`src/rtl/load_store_unit_if.sv`:
```
// -----------------------------------------------------------------------------
// load_store_unit_if
// Bundles the core request/response channel and the data-memory bus of the
// load/store unit.
//   slave  modport : the load_store_unit view (accepts requests, drives memory)
//   master modport : the environment view (core issuing requests + data memory)
// Signals:
//   req_valid/req_ready/req_we/req_funct3/req_addr/req_wdata  core request
//   resp_valid/resp_rdata/resp_err                            core response
//   mem_address/mem_write_data/mem_MemRead/mem_MemWrite       to data memory
//   mem_read_data                                             from data memory
// -----------------------------------------------------------------------------
interface load_store_unit_if;
    logic        req_valid;
    logic        req_ready;
    logic        req_we;
    logic [2:0]  req_funct3;
    logic [31:0] req_addr;
    logic [31:0] req_wdata;
    logic        resp_valid;
    logic [31:0] resp_rdata;
    logic        resp_err;
    logic [31:0] mem_address;
    logic [31:0] mem_write_data;
    logic        mem_MemRead;
    logic        mem_MemWrite;
    logic [31:0] mem_read_data;

    modport slave (
        input  req_valid, req_we, req_funct3, req_addr, req_wdata, mem_read_data,
        output req_ready, resp_valid, resp_rdata, resp_err,
               mem_address, mem_write_data, mem_MemRead, mem_MemWrite
    );

    modport master (
        output req_valid, req_we, req_funct3, req_addr, req_wdata, mem_read_data,
        input  req_ready, resp_valid, resp_rdata, resp_err,
               mem_address, mem_write_data, mem_MemRead, mem_MemWrite
    );
endinterface

```
`src/rtl/load_store_unit.sv`:
```
// -----------------------------------------------------------------------------
// load_store_unit
// Initiator side of the data-memory interface. Accepts one load/store request
// at a time, drives MemRead/MemWrite/address/write_data into a byte-addressed
// 32-bit memory and returns a sized, sign/zero-extended load result.
// Byte/halfword stores are read-modify-write because the memory always writes
// a full 4-byte word.
//
// Parameters:
//   MEM_BYTES  data memory size; accesses with addr+size-1 >= MEM_BYTES fail
// Ports:
//   clk    rising-edge clock
//   rst_n  asynchronous active-low reset
//   bus    load_store_unit_if.slave (request/response + memory bus)
// Optional feature (compile-time macro):
//   MISALIGN_TRAP_EN  when defined, misaligned LH/LHU/SH/LW/SW return an
//                     error after one cycle without touching memory
// All outputs come straight from flops; the next-value logic works out the
// state being entered so that each output is valid for the whole state.
// -----------------------------------------------------------------------------
module load_store_unit #(
    parameter int unsigned MEM_BYTES = 32'd65536
) (
    input  logic              clk,
    input  logic              rst_n,
    load_store_unit_if.slave  bus
);

    localparam logic [2:0] F3_B  = 3'b000;
    localparam logic [2:0] F3_H  = 3'b001;
    localparam logic [2:0] F3_W  = 3'b010;
    localparam logic [2:0] F3_BU = 3'b100;
    localparam logic [2:0] F3_HU = 3'b101;

    typedef enum logic [1:0] {
        IDLE = 2'd0,
        RD   = 2'd1,
        WR   = 2'd2,
        DONE = 2'd3
    } state_t;

    // Request legality: funct3 encoding, store-only restrictions, range and
    // (optionally) alignment. The range sum is 33 bits wide so an address
    // close to 2^32 cannot wrap around to a small, passing value.
    function automatic logic req_illegal(input logic        we,
                                         input logic [2:0]  f3,
                                         input logic [31:0] addr);
        logic [32:0] size_m1;
        logic [32:0] last;
        logic        bad;
        bad     = 1'b0;
        size_m1 = 33'd0;
        case (f3)
            F3_B:    size_m1 = 33'd0;
            F3_H:    size_m1 = 33'd1;
            F3_W:    size_m1 = 33'd3;
            F3_BU:   begin size_m1 = 33'd0; bad = we; end
            F3_HU:   begin size_m1 = 33'd1; bad = we; end
            default: begin size_m1 = 33'd0; bad = 1'b1; end
        endcase
        last = {1'b0, addr} + size_m1;
        if (last >= 33'(MEM_BYTES)) begin
            bad = 1'b1;
        end else begin
            bad = bad;
        end
`ifdef MISALIGN_TRAP_EN
        if (((size_m1 == 33'd1) && addr[0]) ||
            ((size_m1 == 33'd3) && (addr[1:0] != 2'b00))) begin
            bad = 1'b1;
        end else begin
            bad = bad;
        end
`endif
        return bad;
    endfunction

    // Load result extraction from the word read at the access address.
    function automatic logic [31:0] load_extract(input logic [2:0]  f3,
                                                 input logic [31:0] w);
        logic [31:0] r;
        case (f3)
            F3_B:    r = {{24{w[7]}}, w[7:0]};
            F3_BU:   r = {24'd0, w[7:0]};
            F3_H:    r = {{16{w[15]}}, w[15:0]};
            F3_HU:   r = {16'd0, w[15:0]};
            default: r = w;
        endcase
        return r;
    endfunction

    // Store merge: keep the untouched upper bytes of the word just read.
    function automatic logic [31:0] store_merge(input logic [2:0]  f3,
                                                input logic [31:0] w,
                                                input logic [31:0] wd);
        logic [31:0] r;
        case (f3)
            F3_B:    r = {w[31:8], wd[7:0]};
            F3_H:    r = {w[31:16], wd[15:0]};
            default: r = wd;
        endcase
        return r;
    endfunction

    state_t      state_r, state_s;
    logic        we_r, we_s;
    logic [2:0]  funct3_r, funct3_s;
    logic [31:0] addr_r, addr_s;
    logic [31:0] wdata_r, wdata_s;
    logic        req_ready_r, req_ready_s;
    logic        resp_valid_r, resp_valid_s;
    logic [31:0] resp_rdata_r, resp_rdata_s;
    logic        resp_err_r, resp_err_s;
    logic [31:0] mem_address_r, mem_address_s;
    logic [31:0] mem_write_data_r, mem_write_data_s;
    logic        mem_read_r, mem_read_s;
    logic        mem_write_r, mem_write_s;

    // Next state plus the registered output values for the state being entered.
    always_comb begin
        state_s          = state_r;
        we_s             = we_r;
        funct3_s         = funct3_r;
        addr_s           = addr_r;
        wdata_s          = wdata_r;
        resp_rdata_s     = 32'd0;
        resp_err_s       = 1'b0;
        mem_address_s    = mem_address_r;
        mem_write_data_s = mem_write_data_r;
        mem_read_s       = 1'b0;
        mem_write_s      = 1'b0;
        case (state_r)
            IDLE: begin
                if (bus.req_valid) begin
                    we_s     = bus.req_we;
                    funct3_s = bus.req_funct3;
                    addr_s   = bus.req_addr;
                    wdata_s  = bus.req_wdata;
                    if (req_illegal(bus.req_we, bus.req_funct3, bus.req_addr)) begin
                        state_s    = DONE;
                        resp_err_s = 1'b1;
                    end else if (bus.req_we && (bus.req_funct3 == F3_W)) begin
                        // Full-word store needs no read.
                        state_s          = WR;
                        mem_write_s      = 1'b1;
                        mem_address_s    = bus.req_addr;
                        mem_write_data_s = bus.req_wdata;
                    end else begin
                        // Loads, and the read half of SB/SH.
                        state_s       = RD;
                        mem_read_s    = 1'b1;
                        mem_address_s = bus.req_addr;
                    end
                end else begin
                    state_s = IDLE;
                end
            end
            RD: begin
                if (we_r) begin
                    state_s          = WR;
                    mem_write_s      = 1'b1;
                    mem_address_s    = addr_r;
                    mem_write_data_s = store_merge(funct3_r, bus.mem_read_data, wdata_r);
                end else begin
                    state_s      = DONE;
                    resp_rdata_s = load_extract(funct3_r, bus.mem_read_data);
                end
            end
            WR: begin
                state_s = DONE;
            end
            DONE: begin
                state_s = IDLE;
            end
            default: begin
                state_s = IDLE;
            end
        endcase
        req_ready_s  = (state_s == IDLE);
        resp_valid_s = (state_s == DONE);
    end

    // State, latched request fields and all registered outputs.
    always_ff @(posedge clk or negedge rst_n) begin
        if (!rst_n) begin
            state_r          <= IDLE;
            we_r             <= 1'b0;
            funct3_r         <= 3'd0;
            addr_r           <= 32'd0;
            wdata_r          <= 32'd0;
            req_ready_r      <= 1'b1;
            resp_valid_r     <= 1'b0;
            resp_rdata_r     <= 32'd0;
            resp_err_r       <= 1'b0;
            mem_address_r    <= 32'd0;
            mem_write_data_r <= 32'd0;
            mem_read_r       <= 1'b0;
            mem_write_r      <= 1'b0;
        end else begin
            state_r          <= state_s;
            we_r             <= we_s;
            funct3_r         <= funct3_s;
            addr_r           <= addr_s;
            wdata_r          <= wdata_s;
            req_ready_r      <= req_ready_s;
            resp_valid_r     <= resp_valid_s;
            resp_rdata_r     <= resp_rdata_s;
            resp_err_r       <= resp_err_s;
            mem_address_r    <= mem_address_s;
            mem_write_data_r <= mem_write_data_s;
            mem_read_r       <= mem_read_s;
            mem_write_r      <= mem_write_s;
        end
    end

    assign bus.req_ready      = req_ready_r;
    assign bus.resp_valid     = resp_valid_r;
    assign bus.resp_rdata     = resp_rdata_r;
    assign bus.resp_err       = resp_err_r;
    assign bus.mem_address    = mem_address_r;
    assign bus.mem_write_data = mem_write_data_r;
    assign bus.mem_MemRead    = mem_read_r;
    assign bus.mem_MemWrite   = mem_write_r;

endmodule

```
`src/flat_wrapper.sv`:
```
// flat-port wrapper written by rule: the top's interface ports become plain ports
module load_store_unit_flat 
#(
    parameter int unsigned MEM_BYTES = 32'd65536
)
  (clk, rst_n, bus_req_valid, bus_req_we, bus_req_funct3, bus_req_addr, bus_req_wdata, bus_mem_read_data, bus_req_ready, bus_resp_valid, bus_resp_rdata, bus_resp_err, bus_mem_address, bus_mem_write_data, bus_mem_MemRead, bus_mem_MemWrite);
  load_store_unit_if bus_i ();
  input  logic clk;
  input  logic rst_n;
  input wire logic [$bits(bus_i.req_valid)-1:0] bus_req_valid;
  input wire logic [$bits(bus_i.req_we)-1:0] bus_req_we;
  input wire logic [$bits(bus_i.req_funct3)-1:0] bus_req_funct3;
  input wire logic [$bits(bus_i.req_addr)-1:0] bus_req_addr;
  input wire logic [$bits(bus_i.req_wdata)-1:0] bus_req_wdata;
  input wire logic [$bits(bus_i.mem_read_data)-1:0] bus_mem_read_data;
  output wire logic [$bits(bus_i.req_ready)-1:0] bus_req_ready;
  output wire logic [$bits(bus_i.resp_valid)-1:0] bus_resp_valid;
  output wire logic [$bits(bus_i.resp_rdata)-1:0] bus_resp_rdata;
  output wire logic [$bits(bus_i.resp_err)-1:0] bus_resp_err;
  output wire logic [$bits(bus_i.mem_address)-1:0] bus_mem_address;
  output wire logic [$bits(bus_i.mem_write_data)-1:0] bus_mem_write_data;
  output wire logic [$bits(bus_i.mem_MemRead)-1:0] bus_mem_MemRead;
  output wire logic [$bits(bus_i.mem_MemWrite)-1:0] bus_mem_MemWrite;
  assign bus_i.req_valid = bus_req_valid;
  assign bus_i.req_we = bus_req_we;
  assign bus_i.req_funct3 = bus_req_funct3;
  assign bus_i.req_addr = bus_req_addr;
  assign bus_i.req_wdata = bus_req_wdata;
  assign bus_i.mem_read_data = bus_mem_read_data;
  assign bus_req_ready = bus_i.req_ready;
  assign bus_resp_valid = bus_i.resp_valid;
  assign bus_resp_rdata = bus_i.resp_rdata;
  assign bus_resp_err = bus_i.resp_err;
  assign bus_mem_address = bus_i.mem_address;
  assign bus_mem_write_data = bus_i.mem_write_data;
  assign bus_mem_MemRead = bus_i.mem_MemRead;
  assign bus_mem_MemWrite = bus_i.mem_MemWrite;
  load_store_unit #(.MEM_BYTES(MEM_BYTES)) u_core (.clk(clk), .rst_n(rst_n), .bus(bus_i));
endmodule
```
`config.mk`:
```
export PLATFORM = sky130hd
export DESIGN_NAME = load_store_unit_flat
export DESIGN_NICKNAME = d
export VERILOG_FILES = /design/src/rtl/load_store_unit_if.sv /design/src/rtl/load_store_unit.sv /design/src/flat_wrapper.sv
export SDC_FILE = /design/constraint.sdc
export NUM_CORES = 1
export LEC_CHECK = 0
export ABC_AREA = 1
export ABC_CLOCK_PERIOD_IN_PS = 4200
export CAP_MARGIN = 0
export CELL_PAD_IN_SITES_DETAIL_PLACEMENT = 0
export CELL_PAD_IN_SITES_GLOBAL_PLACEMENT = 1
export CORE_ASPECT_RATIO = 0.7
export CORE_UTILIZATION = 40
export CTS_CLUSTER_SIZE = 12
export DETAILED_ROUTE_END_ITERATION = 6
export GPL_TIMING_DRIVEN = 1
export MAX_ROUTING_LAYER = met4
export PLACE_DENSITY = 0.95
export SLEW_MARGIN = 0
export SYNTH_ARGS = -nofsm -noshare
export SYNTH_HDL_FRONTEND = slang
export SYNTH_SLANG_ARGS = --single-unit
```
`constraint.sdc`:
```
create_clock -name clk -period 4.2 [get_ports clk]
set_input_delay 0.63 -clock clk [delete_from_list [all_inputs] [get_ports clk]]
set_output_delay 0.63 -clock clk [all_outputs]
set_load 0.02 [all_outputs]
```
# After elaboration in Yosys (flattened, before gate mapping)
# Cells that the tools add are included.
# op_classes
n_div	0
reduce_logical	12
magnitude_cmp	1
n_mux	37
n_bitwise	0
add_sub_neg	1
shift	0
eq_ne	15
multipliers	0
# ops
cell	count
2-to-1 mux 32 bit	9
one-hot mux 32 bit (2 select lines)	3
one-hot mux 32 bit (4 select lines)	1
2-to-1 mux 33 bit	2
adder 32 x 33 -> 33 bit	1
greater-or-equal comparator 33 x 17 -> 1 bit (second input constant)	1
2-to-1 mux 1 bit	15
equality test 3 bit (second input constant)	4
one-hot mux 2 bit (4 select lines)	1
equality test 2 bit (second input constant)	3
equality test 3 x 1 -> 1 bit (second input constant)	2
zero test 3 bit	2
2-to-1 mux 2 bit	3
AND reduction 5 bit	1
zero test 2 bit	2
!= test 2 x 1 -> 1 bit (second input constant)	2
!= test 2 bit (second input constant)	2
one-hot mux 1 bit (2 select lines)	2
one-hot mux 2 bit (2 select lines)	1
AND reduction 4 bit	1
OR reduction 2 bit	2
equality test 3 x 2 -> 1 bit (second input constant)	1
OR reduction 3 bit	1
equality test 2 x 1 -> 1 bit (second input constant)	1
other kinds (3)	3
# totals
latchBits	0
out_inout_bits	101
in_bits	103
register_bits	171
word_cells	79
ram_bits	0
memories	0
rom_bits	0

# Logic depth before layout (Yosys ltp)
# logic_depth
ltp_word	14
mapped_depth	21
mapped_depth_nobuf	20

# Worst setup path before layout
# Ideal clock, no wire load.
# synth_timing
path_type	input -> register
from	in bus_req_funct3[0]
to	reg u_core.mem_address_r[13] (netlist: u_core.bus.mem_address[13])
path_buffers	1
required_time_ns	4.077
stages	20
setup_slack_ns	1.390
setup_time_ns	0.123
t_arrival_ns	2.686
cell_sequence	nor2_1 -> nand2_1 -> o21ai_0 -> ha_1 -> fa_1 -> inv_1 -> nor2_4 -> nand2_4 -> nor2_8 -> nand3_1 -> nor2_1 -> nor2_1 -> nand3_1 -> nor2_4 -> nand3_2 -> nand2_2 -> nand2_4 -> buf_6 -> nand2_2 -> o21ai_2
# synth_via
elab_chain_cells	12
word_cells_on_any_way	19
classes_between	1 x add/sub; 1 x order compare; 5 x eq/ne; 7 x mux; 5 x reduce/logical
# synth_rtl
item	line	text
start, declared	flat_wrapper.sv:12	input wire logic [$bits(bus_i.req_funct3)-1:0] bus_req_funct3;
equality test 3 x 1 -> 1 bit / equality test 3 bit (equally long branches)	load_store_unit.sv:53	case (f3)
OR reduction 2 bit (no line)	-	
one-hot mux 2 bit (2 select lines)	load_store_unit.sv:53	
2-to-1 mux 33 bit	load_store_unit.sv:134	if (bus.req_valid) begin
2-to-1 mux 33 bit	load_store_unit.sv:132	case (state_r)
adder 32 x 33 -> 33 bit	load_store_unit.sv:61	last = {1'b0, addr} + size_m1;
greater-or-equal comparator 33 x 17 -> 1 bit	load_store_unit.sv:62	if (last >= 33'(MEM_BYTES)) begin
2-to-1 mux 1 bit *	load_store_unit.sv:62	
2-to-1 mux 1 bit *	load_store_unit.sv:134	
2-to-1 mux 1 bit *	load_store_unit.sv:132	
!= test 2 bit (no line) *	-	
AND reduction 4 bit (no line) *	-	
end signal, assigned	load_store_unit.sv:209	mem_address_r <= mem_address_s;
end, declared	load_store_unit.sv:114	logic [31:0] mem_address_r, mem_address_s;
# Mark *: on every way between the ends. The rest lies on a longest branch, timed or not. The select of a mux whose other input is x is not followed.
# A chain may end at the register's enable or synchronous reset.

# Final worst setup path
# layout_timing
from	in bus_req_funct3[2]
to	reg u_core.mem_write_data_r[24] (netlist: u_core.bus.mem_write_data[24])
# layout_via
elab_chain_cells	12
word_cells_on_any_way	21
classes_between	1 x add/sub; 1 x order compare; 6 x eq/ne; 7 x mux; 6 x reduce/logical
# layout_rtl
item	line	text
equality test 3 x 1 -> 1 bit / equality test 3 bit (equally long branches)	load_store_unit.sv:53	
OR reduction 2 bit (no line)	-	
one-hot mux 2 bit (2 select lines)	load_store_unit.sv:53	
2-to-1 mux 33 bit	load_store_unit.sv:134	
2-to-1 mux 33 bit	load_store_unit.sv:132	
adder 32 x 33 -> 33 bit	load_store_unit.sv:61	
greater-or-equal comparator 33 x 17 -> 1 bit	load_store_unit.sv:62	
2-to-1 mux 1 bit	load_store_unit.sv:62	
2-to-1 mux 1 bit	load_store_unit.sv:134	
2-to-1 mux 1 bit	load_store_unit.sv:132	
!= test 2 bit (no line)	-	
AND reduction 5 bit (no line) *	-	
end signal, assigned	load_store_unit.sv:210	mem_write_data_r <= mem_write_data_s;
end, declared	load_store_unit.sv:115	logic [31:0] mem_write_data_r, mem_write_data_s;
# Marks and branches as above.

==> flow_metrics.py <==
metrics = {
    "grt": {
        "overflow": 0,
        "grt_max_degree": 110,
        "grt_pass1_vias": 6795,
        "antenna_found_initial": 0,
        "grt_use_total": 0.232,
        "grt_pass1_wl_um": 37400,
    },
    "clocking": {
        "clkTransAtPathRegs_ns": 0.07,
        "clk_latency_ns": 0.43,
        "cts.sinks": 171,
        "clockBufferDepth": 2,
        "cts_made_buffers": 17,
        "root_buffer": "clkbuf_16",
        "tritoncts": "yes",
        "post_cts_resized": 0,
        "cts_hold_buf": 0,
        "cts_setup_buffers": 0,
        "cts_max_level": 4,
    },
    "finish": {
        "final_common_cell": "nand2_1",
        "n_antenna_cell": 0,
        "regArea_um2": 4280,
        "fin_nets": 1306,
        "layout_common_cells": "nand2_1 (271), clkdlybuf4s50_1 (202), dfrtp_1 (170)",
        "synthToLayoutAreaGrowth_pct": 33.4,
        "fill_cells": 1896,
        "drive_above_1_share": 0.112,
        "multiInputGateArea_um2": 3530,
    },
    "placed_design": {
        "place_congestion": 0.937,
        "dp_worst_setup_slack_ns": 0.287,
        "hpwl_um": 17000,
        "io_buffers": 203,
    },
    "drt": {
        "avgViaCountPerCell": 4.93,
        "routed_wl_um": 23800,
        "route.detailed.drc": 2,
        "avgRoutedWirePerCell_um": 16.0,
        "highest_layer": "met4",
        "antenna_left": 0,
        "wl_met2_um": 9820,
        "wl_met1_um": 12400,
        "met3RoutedLength_um": 1430,
        "first_pass_iters": 7,
        "drt_iter0_drc": 702,
        "num_vias": 7324,
    },
    "power": {
        "p_sw_mw": 3.40,
        "internal-power_mw": 4.75,
        "switching_share": 0.417,
        "powerDensity_nw_per_um2": 722,
        "clkPwrFrac": 0.198,
        "pwr-share-comb": 0.463,
        "power_frac_seq": 0.339,
        "ir_drop_mv": 0.367,
        "leakage_nw": 5.34,
        "power_mw": 8.14,
    },
    "sta": {
        "fmax_mhz": 287,
        "rsz0062_at_grt": "false",
        "period_minus_slack_ns": 3.48,
        "final-hold-violation-count": 0,
        "max-slew-margin-rel": 0.325,
        "finalSetupTns_ns": 0,
        "tightest_slew_ns": 1.01,
        "whs_ns": 0.320,
        "final_max_slew_viol_count": 0,
        "fin_ws_ns": 0.716,
        "setup_violations": 0,
        "clock_skew_ns": 0.0191,
        "fin_crit_sh": 0.829,
    },
    "synth": {
        "synth-seq-cells": 171,
        "syn-num-nets": 1125,
        "ys_types": 37,
        "yosysSeqAreaShare": 0.507,
        "avgSynthCellArea_um2": 8.31,
        "syn_inst": 1016,
        "syn_area_um2": 8450,
        "ys_warn_count": 0,
    },
    "status": {
        "status": "finished with violations",
        "violations": "DRC",
    },
    "die": {
        "ioPinCount": 204,
        "initial_core_util": 0.408,
        "die_w_um": 176,
        "rows": 44,
        "design.core.area_um2": 20700,
        "die_h_um": 124,
        "die_area_um2": 21700,
    },
    "worst_hold_path": {
        "min_path_type": "input pin to asynchronous set/reset pin",
    },
    "flow_run": {
        "drv_cap": 0,
    },
    "critical_path": {
        "crit_type": "input pin to register",
        "required_ns": 4.52,
        "crit_path_end_kind": "register",
        "cp_data_arrival_time_ns": 3.80,
        "worst_setup_path_start_kind": "input pin",
        "crit_fanout": 32,
    },
}
==> Yosys cell counts <==
master,instances,area [µm²]
ha_1,5,62.6
buf_1,3,11.3
nand3_4,1,17.5
dfrtp_1,170,4250
nand4_1,9,56.3
nand4_4,1,21.3
a22oi_1,7,52.6
and3_1,1,6.26
inv_1,96,360
and2_1,1,6.26
a21oi_1,50,250
fa_1,1,20.0
nand2_4,4,45.0
a21oi_2,1,8.76
o21ai_2,32,280
dfstp_2,1,26.3
nor3_1,2,10.0
nand2_1,272,1020
nor2_2,5,31.3
buf_6,9,101
clkbuf_1,34,128
buf_2,3,15.0
nand2_2,32,200
xor2_1,1,8.76
nand3b_1,2,15.0
buf_4,3,22.5
nor2_4,6,67.6
nor2_8,1,20.0
nand3_1,58,290
mux2i_1,13,130
o21ai_1,2,10.0
a211oi_1,1,7.51
o21ai_0,129,646
inv_2,2,7.51
nor2_1,53,199
nand3_2,3,30.0
clkinv_1,2,7.51
==> layer usage <==
layer,track usage,vias up
li1,-,3631
met1,0.353,3463
met2,0.314,224
met3,0.0504,6
met4,0.0418,0
met5,-,-
==> power by group through the flow <==
stage	logic [mW]	clock network, mW	registers [mW]
2_1_floorplan	1.98	0	3.16
3_3_place_gp	3.71	0	2.77
3_5_place_dp	3.78	0	2.78
4_1_cts	3.79	1.65	2.76
5_1_grt	4.18	1.72	2.85
6_report	3.77	1.61	2.76
==> area by class of cell <==
| class | count | area share |
|---|---|---|
| clock buffer | 19 | 0.0393 |
| clock inverter | 13 | 0.0139 |
| inverter | 100 | 0.0333 |
| multi-input combinational | 693 | 0.313 |
| sequential | 171 | 0.380 |
| tap | 276 | 0.0306 |
| timing repair buffer | 214 | 0.190 |
==> per-stage QoR <==
stage               instances   util  instance area [µm²]
floorplan                1016      -                 8450
global placement         1454  0.516                10700
detailed placement       1454  0.516                10700
CTS                      1486  0.545                11300
global route             1486  0.545                11300
finish                   1486  0.545                11300
==> state kept, by name, indices dropped and copies added, names as in the netlist <==
name                       flops
u_core.addr_r                 32
u_core.state_r                 2
u_core.bus.resp_rdata         32
u_core.bus.mem_MemRead         1
u_core.wdata_r                32
u_core.bus.mem_write_data     32
u_core.funct3_r                3
u_core.bus.resp_err            1
u_core.we_r                    1
u_core.bus.mem_address        32
u_core.bus.resp_valid          1
u_core.bus.req_ready           1
u_core.bus.mem_MemWrite        1
==> critical path: stages <==
cell and delay (ns):
clkdlybuf4s50_1 0.51, nor2_1 0.07, nand2_1 0.10, o21ai_0 0.10, ha_1 0.23, fa_1 0.41
inv_1 0.13, nor2_4 0.06, nand2_4 0.10, nor2_8 0.06, nand3_1 0.09, nor2_1 0.05
nor2_1 0.13, nand3_1 0.13, nor2_4 0.16, nand4_4 0.14, nand2_4 0.24, nand2_4 0.27
nand2_1 0.14, nand2_1 0.06
==> kinds of logic after synthesis <==
logic type      Yosys count  synth area share
flops                   171             0.507
fa+ha+maj                 6           0.00978
mux                      13            0.0154
buf+inv                 152            0.0773
xor+xnor                  1           0.00104
compound gates          222             0.149
simple gates            451             0.241
==> final timing paths <==
path,start,to,slack [ns],cells past startpoint
min,rst_n,u_core.bus.resp_rdata[20]$_DFF_PN0_,0.32,1
max reg2reg,u_core.funct3_r[2]$_DFFE_PN0P_,u_core.bus.mem_write_data[31]$_DFFE_PN0P_,1.53,8
min reg2reg,u_core.bus.mem_write_data[9]$_DFFE_PN0P_,u_core.bus.mem_write_data[9]$_DFFE_PN0P_,0.47,2
max in group asynchronous,rst_n,u_core.bus.mem_write_data[8]$_DFFE_PN0P_,2.92,2
min in group clk,u_core.bus.mem_write_data[9]$_DFFE_PN0P_,u_core.bus.mem_write_data[9]$_DFFE_PN0P_,0.47,2
max,bus_req_funct3[2],u_core.bus.mem_write_data[24]$_DFFE_PN0P_,0.72,20
Note: power is estimated with default switching activity, not from simulation.
